File: src/rtl/m_switch_request_unit.sv
// -----------------------------------------------------------------------------
// m_switch_request_unit
//
// Input-port side of switch allocation. There is one instance per router input
// port. The unit:
//   - buffers incoming flits in a small FIFO,
//   - decodes the route carried by head and single flits,
//   - drives this port's enable and request lines into the switch allocator,
//   - forwards a flit to the crossbar on every cycle that is granted,
//   - keeps one downstream credit counter per output channel,
//   - holds its output channel for a whole packet (wormhole switching).
//
// Flit format:
//   flit[FLIT_W-1:FLIT_W-2]  type: 01 head, 00 body, 10 tail, 11 single
//   flit[FLIT_W-3:FLIT_W-5]  route (output index 0..4), in head/single only
//
// Ports:
//   CLK, RST     clock (rising edge) and synchronous active-high reset
//   in_valid     upstream flit valid
//   in_flit      upstream flit
//   in_ready     FIFO not full; a flit transfers when in_valid & in_ready
//   enable       a request is presented to the allocator this cycle
//   request      one-hot output channel that is requested
//   grant        allocator grant for this input port
//   out_valid    one-cycle strobe: out_flit/out_port hold a new flit
//   out_flit     flit to the crossbar (holds its value between strobes)
//   out_port     one-hot crossbar select for out_flit
//   credit_in    per-output credit return; one pulse frees one slot
//   err_route    one-cycle pulse: a head flit was dropped
// -----------------------------------------------------------------------------
module m_switch_request_unit #(
   parameter int P_ROUTER_ID  = 0,
   parameter int P_CHANNEL_ID = 0,
   parameter int FLIT_W       = 32,
   parameter int FIFO_DEPTH   = 4,
   parameter int CREDITS      = 4
) (
   input  logic              CLK,
   input  logic              RST,
   input  logic              in_valid,
   input  logic [FLIT_W-1:0] in_flit,
   output logic              in_ready,
   output logic              enable,
   output logic [4:0]        request,
   input  logic              grant,
   output logic              out_valid,
   output logic [FLIT_W-1:0] out_flit,
   output logic [4:0]        out_port,
   input  logic [4:0]        credit_in,
   output logic              err_route
);

   localparam int CH = 5;
   localparam int AW = $clog2(FIFO_DEPTH);
   localparam int NW = $clog2(FIFO_DEPTH + 1);
   localparam int CW = $clog2(CREDITS + 1);

   localparam logic [1:0] T_HEAD   = 2'b01;
   localparam logic [1:0] T_TAIL   = 2'b10;
   localparam logic [1:0] T_SINGLE = 2'b11;

   // The router and channel ids only tag the instance; they are checked here
   // so that a mis-numbered instance is caught at elaboration.
   if (P_ROUTER_ID < 0 || P_CHANNEL_ID < 0 || P_CHANNEL_ID > 4 ||
       FLIT_W < 6 || FIFO_DEPTH < 2 ||
       (FIFO_DEPTH & (FIFO_DEPTH - 1)) != 0 || CREDITS < 1) begin : g_param_check
      $error("m_switch_request_unit: illegal parameter set");
   end

   typedef enum logic [1:0] {
      S_IDLE,
      S_REQ,
      S_XFER
   } state_t;

   state_t            state;
   logic [2:0]        out_sel;

   // ---------------------------------------------------------------------------
   // Input FIFO
   // ---------------------------------------------------------------------------
   logic [FLIT_W-1:0] mem [FIFO_DEPTH];
   logic [AW-1:0]     rd_ptr;
   logic [AW-1:0]     wr_ptr;
   logic [NW-1:0]     count;

   logic              empty;
   logic              full;
   logic              push;
   logic              pop;

   logic [FLIT_W-1:0] front;
   logic [1:0]        front_type;
   logic [2:0]        front_route;
   logic              front_is_head;
   logic              route_bad;

   assign empty         = (count == '0);
   assign full          = (count == NW'(FIFO_DEPTH));
   assign in_ready      = ~full;
   assign push          = in_valid & ~full;

   assign front         = mem[rd_ptr];
   assign front_type    = front[FLIT_W-1 -: 2];
   assign front_route   = front[FLIT_W-3 -: 3];
   // Head and single both carry a route and both have type bit 0 set.
   assign front_is_head = front_type[0];
   assign route_bad     = (front_route > 3'd4);

   // Storage needs no reset: reset empties the FIFO through the pointers.
   always_ff @(posedge CLK) begin
      if (push) begin
         mem[wr_ptr] <= in_flit;
      end
   end

   always_ff @(posedge CLK) begin
      if (RST) begin
         rd_ptr <= '0;
         wr_ptr <= '0;
         count  <= '0;
      end else begin
         if (push) begin
            wr_ptr <= wr_ptr + 1'b1;
         end
         if (pop) begin
            rd_ptr <= rd_ptr + 1'b1;
         end
         unique case ({push, pop})
            2'b10:   count <= count + 1'b1;
            2'b01:   count <= count - 1'b1;
            default: count <= count;
         endcase
      end
   end

   // ---------------------------------------------------------------------------
   // Credits and request generation
   // ---------------------------------------------------------------------------
   logic [CW-1:0]     credit [CH];
   logic [CH-1:0]     credit_avail;
   logic [CH-1:0]     sel_oh;
   logic [CH-1:0]     credit_dec;
   logic              credit_ok;
   logic              fire;
   logic              drop;
   logic              err_now;

   always_comb begin
      credit_avail = '0;
      for (int i = 0; i < CH; i++) begin
         credit_avail[i] = (credit[i] != '0);
      end
   end

   assign sel_oh    = 5'b00001 << out_sel;
   assign credit_ok = |(credit_avail & sel_oh);

   // A head at the front mid-packet is about to be dropped, so it must never
   // be offered to the allocator.
   assign enable  = ~empty & credit_ok &
                    ((state == S_REQ) | ((state == S_XFER) & ~front_is_head));
   assign request = enable ? sel_oh : '0;

   // Grant is only honoured while enable is asserted.
   assign fire = enable & grant;

   // Flits discarded without crossing the switch: stray body/tail and
   // bad-route heads while idle, and any head arriving mid-packet.
   assign drop = ~empty &
                 (((state == S_IDLE) & (~front_is_head | route_bad)) |
                  ((state == S_XFER) & front_is_head));

   assign err_now = ~empty & front_is_head &
                    (((state == S_IDLE) & route_bad) | (state == S_XFER));

   assign pop        = fire | drop;
   assign credit_dec = fire ? sel_oh : '0;

   // Simultaneous return and consumption cancel; returns saturate at CREDITS.
   always_ff @(posedge CLK) begin
      if (RST) begin
         for (int i = 0; i < CH; i++) begin
            credit[i] <= CW'(CREDITS);
         end
      end else begin
         for (int i = 0; i < CH; i++) begin
            if (credit_in[i] && !credit_dec[i]) begin
               if (credit[i] != CW'(CREDITS)) begin
                  credit[i] <= credit[i] + 1'b1;
               end
            end else if (credit_dec[i] && !credit_in[i]) begin
               credit[i] <= credit[i] - 1'b1;
            end
         end
      end
   end

   // ---------------------------------------------------------------------------
   // Packet FSM and registered crossbar outputs
   // ---------------------------------------------------------------------------
   always_ff @(posedge CLK) begin
      if (RST) begin
         state     <= S_IDLE;
         out_sel   <= '0;
         out_valid <= 1'b0;
         out_flit  <= '0;
         out_port  <= '0;
         err_route <= 1'b0;
      end else begin
         out_valid <= fire;
         err_route <= err_now;
         if (fire) begin
            out_flit <= front;
            out_port <= sel_oh;
         end

         unique case (state)
            S_IDLE: begin
               // Latch the route but leave the head in the FIFO; it is popped
               // only when the allocator grants it.
               if (!empty && front_is_head && !route_bad) begin
                  out_sel <= front_route;
                  state   <= S_REQ;
               end
            end
            S_REQ: begin
               if (fire) begin
                  state <= (front_type == T_SINGLE) ? S_IDLE : S_XFER;
               end
            end
            S_XFER: begin
               if (fire && front_type == T_TAIL) begin
                  state <= S_IDLE;
               end
            end
            default: state <= S_IDLE;
         endcase
      end
   end

endmodule

File: config.mk
export PLATFORM = sky130hd
export DESIGN_NAME = m_switch_request_unit
export DESIGN_NICKNAME = d
export VERILOG_FILES = /design/src/rtl/m_switch_request_unit.sv
export SDC_FILE = /design/constraint.sdc
export NUM_CORES = 1
export LEC_CHECK = 0
export ABC_CLOCK_PERIOD_IN_PS = 3680
export CORE_MARGIN = 2
export CORE_UTILIZATION = 25
export DETAILED_ROUTE_END_ITERATION = 6
export PLACE_DENSITY = 0.52
export REMOVE_ABC_BUFFERS = 1
export SLEW_MARGIN = 10
export SYNTH_ARGS = -nofsm -noshare
export SYNTH_HDL_FRONTEND = slang
export SYNTH_SLANG_ARGS = --single-unit
File: constraint.sdc
create_clock -name CLK -period 3.68 [get_ports CLK]
set_input_delay 0.736 -clock CLK [delete_from_list [all_inputs] [get_ports CLK]]
set_output_delay 0.736 -clock CLK [all_outputs]
set_load 0.1 [all_outputs]
=== Word-level counts from Yosys, hierarchy flattened ===
Memory sizes are Yosys's and may differ from the RTL's. A register that Yosys moved wholly into a read port is not among the register bits.
Index checks and enable logic that the tools add are counted.

* Bits in registers: 51
* Bits in writable memories: 143
* Bits of input ports: 41
* Output and inout port bits: 46
* Word-level logic and storage cells: 172
* Memories kept: 2

* $add $sub $neg: 14
* $lt $le $gt $ge: 1
* Equal/unequal tests: 15
* Shift-type cells: 1
* Multiplexer cells: 64
* Bitwise gates (word level): 30
* Reduce and logical (&&, ||, !) cells: 36

{| class="wikitable"
|+ Memories
! memory !! words !! bits a word !! rd ports !! clocked after Yosys merged registers in !! write ports !! line !! RTL
|-
| mem || 4 || 32 || 1 || 1 || 1 || 82 || <nowiki>logic [FLIT_W-1:0] mem [FIFO_DEPTH];</nowiki>
|-
| credit || 5 || 3 || 5 || 0 || 5 || 140 || <nowiki>logic [CW-1:0] credit [CH];</nowiki>
|}

{| class="wikitable"
|+ Operators by type and width
! cell !! count
|-
| $mux 1 || 44
|-
| $mux 3 || 10
|-
| $add 3x1->3 const B || 6
|-
| $sub 3x1->3 const B || 6
|-
| $ne 3x3->1 const B || 5
|-
| $or 1x1->1 || 15
|-
| $reduce_bool 3->1 || 5
|-
| $logic_and 1x1->1 || 13
|-
| $logic_not 1->1 || 12
|-
| $mux 2 || 6
|-
| $and 1x1->1 || 11
|-
| $mux 5 || 2
|-
| $eq 2x2->1 const B || 4
|-
| $pmux 2 s3 || 1
|-
| $pmux 3 s2 || 1
|-
| $and 5x5->5 || 1
|-
| $reduce_or 5->1 || 1
|-
| $shl 1x3->5 const A || 1
|-
| $add 2x1->2 const B || 2
|-
| $eq 2x1->1 const B || 2
|-
| $ne 2x1->1 const B || 2
|-
| $eq 3x3->1 const B || 1
|-
| $gt 3x3->1 const B || 1
|-
| $logic_not 3->1 || 1
|-
| 6 further kinds || 8
|}

=== Logic depth before layout (Yosys ltp) ===
* Word-level depth: 14
* Gate-level depth with buffers: 14
* Gate-level depth less buffers: 13

=== Worst setup path after synthesis ===
No wires, ideal clock.

* Path type: register -> output
* Start point: register with a tool-made name
* End point: output request[0]
* Arrival: 2,596 ps
* Required time: 2,944 ps
* Setup slack: 348 ps
* Cell stages (with the launch flop): 7
* Cells stage by stage: dfxtp_1 > buf_2 > mux2_1 > a2bb2oi_1 > a21oi_2 > nand2_1 > nor2_1

{| class="wikitable"
|+ RTL lines
! element !! line !! RTL
|-
| end, declared || 44 || <nowiki>output logic [4:0] request,</nowiki>
|}

==> results.sh <==
export IMPL_crit_fanout=18
export IMPL_hold_path_class="register to register"
export IMPL_peakVddDrop_mv=0.308
export IMPL_dieArea_mm2=0.0328
export IMPL_synth_top_area_cell="edfxtp_1"
export IMPL_grt_max_degree=39
export IMPL_design_area_mm2=0.00984
export IMPL_die_width_um=181
export IMPL_hpwl_mm=11.0
export IMPL_ys_ff_latch=196
export IMPL_grt_pass1_vias=4754
export IMPL_min_from="out_flit[21]"
export IMPL_clock_fmax_mhz=311
export IMPL_cp_common_cell="or3_1"
export IMPL_place_congestion=0.751
export IMPL_cts_setup_buffers=0
export IMPL_min_period_ns=3.22
export IMPL_viasPerCell=4.37
export IMPL_finalSetupViolations=0
export IMPL_synth_edf_count=143
export IMPL_synth_cells=549
export IMPL_cts_clk_slew_worst_paths_ns=0.08
export IMPL_crit_path_max_incr_delay_ns=0.60
export IMPL_area_delta_synth_final_pct=25.3
export IMPL_cts_path_max_buffers=2
export IMPL_dp_slack_ns=0.249
export IMPL_pwr_share_seq_pct=44.1
export IMPL_critical_path_class="register to register"
export IMPL_finalHoldViolCount=0
export IMPL_vias=4592
export IMPL_p_comb_share_pct=26.0
export IMPL_grt_pass1_wl_mm=26.9
export IMPL_start_util_pct=25.5
export IMPL_htree_levels=4
export IMPL_power_switching_uw=2130
export IMPL_setup_ws_ns=0.465
export IMPL_power_density_mw_per_mm2=672
export IMPL_synthesis_area_mm2=0.00785
export IMPL_cts_inserted_buffers=17
export IMPL_grt_usage_pct=10.7
export IMPL_finalNetCount=696
export IMPL_crit_arrival_ns=3.58
export IMPL_synth_warnings=0
export IMPL_cts_tree="built"
export IMPL_cts_root_buf="clkbuf_16"
export IMPL_synth_ff_type="edfxtp_1"
export IMPL_cpMaxStageDelayCell="mux4_2"
export IMPL_yosysMostFrequentCell="edfxtp_1"
export IMPL_drt_first_pass_iters=5
export IMPL_fin_crit_sh_pct=87.4
export IMPL_cts_hold_buf=0
export IMPL_synth_commonest_cells="edfxtp_1 (143), nand2_1 (84), dfxtp_1 (53)"
export IMPL_coreArea_mm2=0.0307
export IMPL_setup_tns_ns=0
export IMPL_rsz0062_at_grt="false"
export IMPL_end_kind="register"
export IMPL_dpl_cell_area_mm2=0.00919
export IMPL_tightest_slew_ns=1.05
export IMPL_finalWirelength_mm=17.0
export IMPL_ant_nets=0
export IMPL_clock_sinks=196
export IMPL_critPathRequiredTime_ns=4.05
export IMPL_crit_chain="buf_4 > mux4_2 > o21a_1 > or3_1 > a31o_2 > ha_1 > inv_1 > fa_1 > xor2_1 > or3_1 > a21oi_1"
export IMPL_timing_slew_headroom_pct=29.5
export IMPL_drc=0
export IMPL_fin_skew_ns=0.0176
export IMPL_slew_viol_final=0
export IMPL_start_kind="register"
export IMPL_synthArstFlopShare_pct=0
export IMPL_netlist_cell_type_count=56
export IMPL_status="completed"
export IMPL_p_int_uw=4480
export IMPL_ios=87
export IMPL_row_count=64
export IMPL_synthTopCellsByArea="edfxtp_1 (55%), dfxtp_1 (14%), mux4_2 (8.9%)"
export IMPL_leakagePower_uw=0.00320
export IMPL_cts_resized=0
export IMPL_drive_gt1_share_pct=15.4
export IMPL_syn_avg_cell_area_um2=14.3
export IMPL_antenna_found_initial=1
export IMPL_max_cap_viol_count=0
export IMPL_seq_area_frac_synth_pct=68.2
export IMPL_clkPwrFrac_pct=29.9
export IMPL_grt_ovfl_total=0
export IMPL_die_y_um=181
export IMPL_portBuffers=86
export IMPL_drtIter0Drc=278
export IMPL_power_switching_fraction_pct=32.2
export IMPL_synth_top_area_share_pct=54.7
export IMPL_clk_latency_ns=0.44
export IMPL_wl_per_cell_um=16.2
metrics by stage:
stage | total power [uW] | hold slack [ns] | util (%) | cells
2_1_floorplan | 4220 | 0.463 | - | 524
3_3_place_gp | 4690 | 0.441 | 29.9 | 1019
3_5_place_dp | 4730 | 0.447 | 29.9 | 1019
4_1_cts | 6710 | 0.458 | 32.0 | 1051
5_1_grt | 6970 | 0.473 | 32.0 | 1051
6_report | 6610 | 0.457 | 32.0 | 1052
cell type report:
cell class	instances	area, um^2
Clock buffer	17	425
Inverter	20	75.1
Fill cell	3091	20900
Tap cell	396	495
Clock inverter	15	218
Antenna cell	1	2.50
Multi-Input combinational cell	308	2330
Timing Repair Buffer	99	936
Sequential cell	196	5360
sequential cells by signal, indices dropped and copies added (netlist names), named ones only:
signal	count
mem	128
out_flit	32
credit	15
out_port	5
count	3
out_sel	3
rd_ptr	2
state	2
wr_ptr	2
err_route	1
out_valid	1
kinds of logic after synthesis:
group | Yosys count | share of synthesized area, %
flip-flops | 196 | 68.2
AND/OR/NAND/NOR | 176 | 10.4
AO/OA/AOI/OAI | 66 | 4.97
buffers and inverters | 45 | 2.31
multiplexers | 39 | 9.95
XOR/XNOR | 14 | 1.56
adder cells (fa/ha/maj) | 13 | 2.55
placed cells by master, fill, tap and decap left out, drive strengths merged, types with 7 or more instances in the layout:
cell type      count
a21oi             45
buf               21
clkbuf            17
clkdlybuf4s50     78
clkinv             8
dfxtp             53
edfxtp           143
ha                 8
inv               24
mux4              31
nand2             84
nand2b             7
nand3              9
nor2              39
nor3               7
or3                8
xnor2              8
path summary, 6_finish.rpt:
kind	to	slack, ns	cells past startpoint
setup / recovery	count[2]	0.46	11
hold / removal	out_flit[21]	0.46	2
setup reg to reg	count[2]	0.46	11
hold reg to reg	out_flit[21]	0.46	2
per-layer routing:
layer | up-vias | GRT usage [%] | wire length [um]
li1 | 2199 | - | -
met1 | 2268 | 14.1 | 7960
met2 | 105 | 17.2 | 8030
met3 | 20 | 2.78 | 759
met4 | 0 | 3.84 | 265
met5 | - | 0 | 0
power groups by stage:
stage / clock network [uW] / logic [uW] / registers [uW]
after floorplan: 0 / 1050 / 3170
after global placement: 0 / 1730 / 2960
after detailed placement: 0 / 1760 / 2970
after CTS: 2020 / 1760 / 2920
after global routing: 2120 / 1900 / 2960
final: 1970 / 1720 / 2920
critical path: cells and delay by family (launching register included):
kind / cells / cell delay, ns
XOR/XNOR: 1 / 0.07
AO/OA/AOI/OAI: 3 / 0.64
adder cells (fa/ha/maj): 2 / 0.39
flip-flops: 1 / 0.36
AND/OR/NAND/NOR: 2 / 0.64
multiplexers: 1 / 0.60
buffers and inverters: 2 / 0.44
Power figures use the tool's default switching activity.
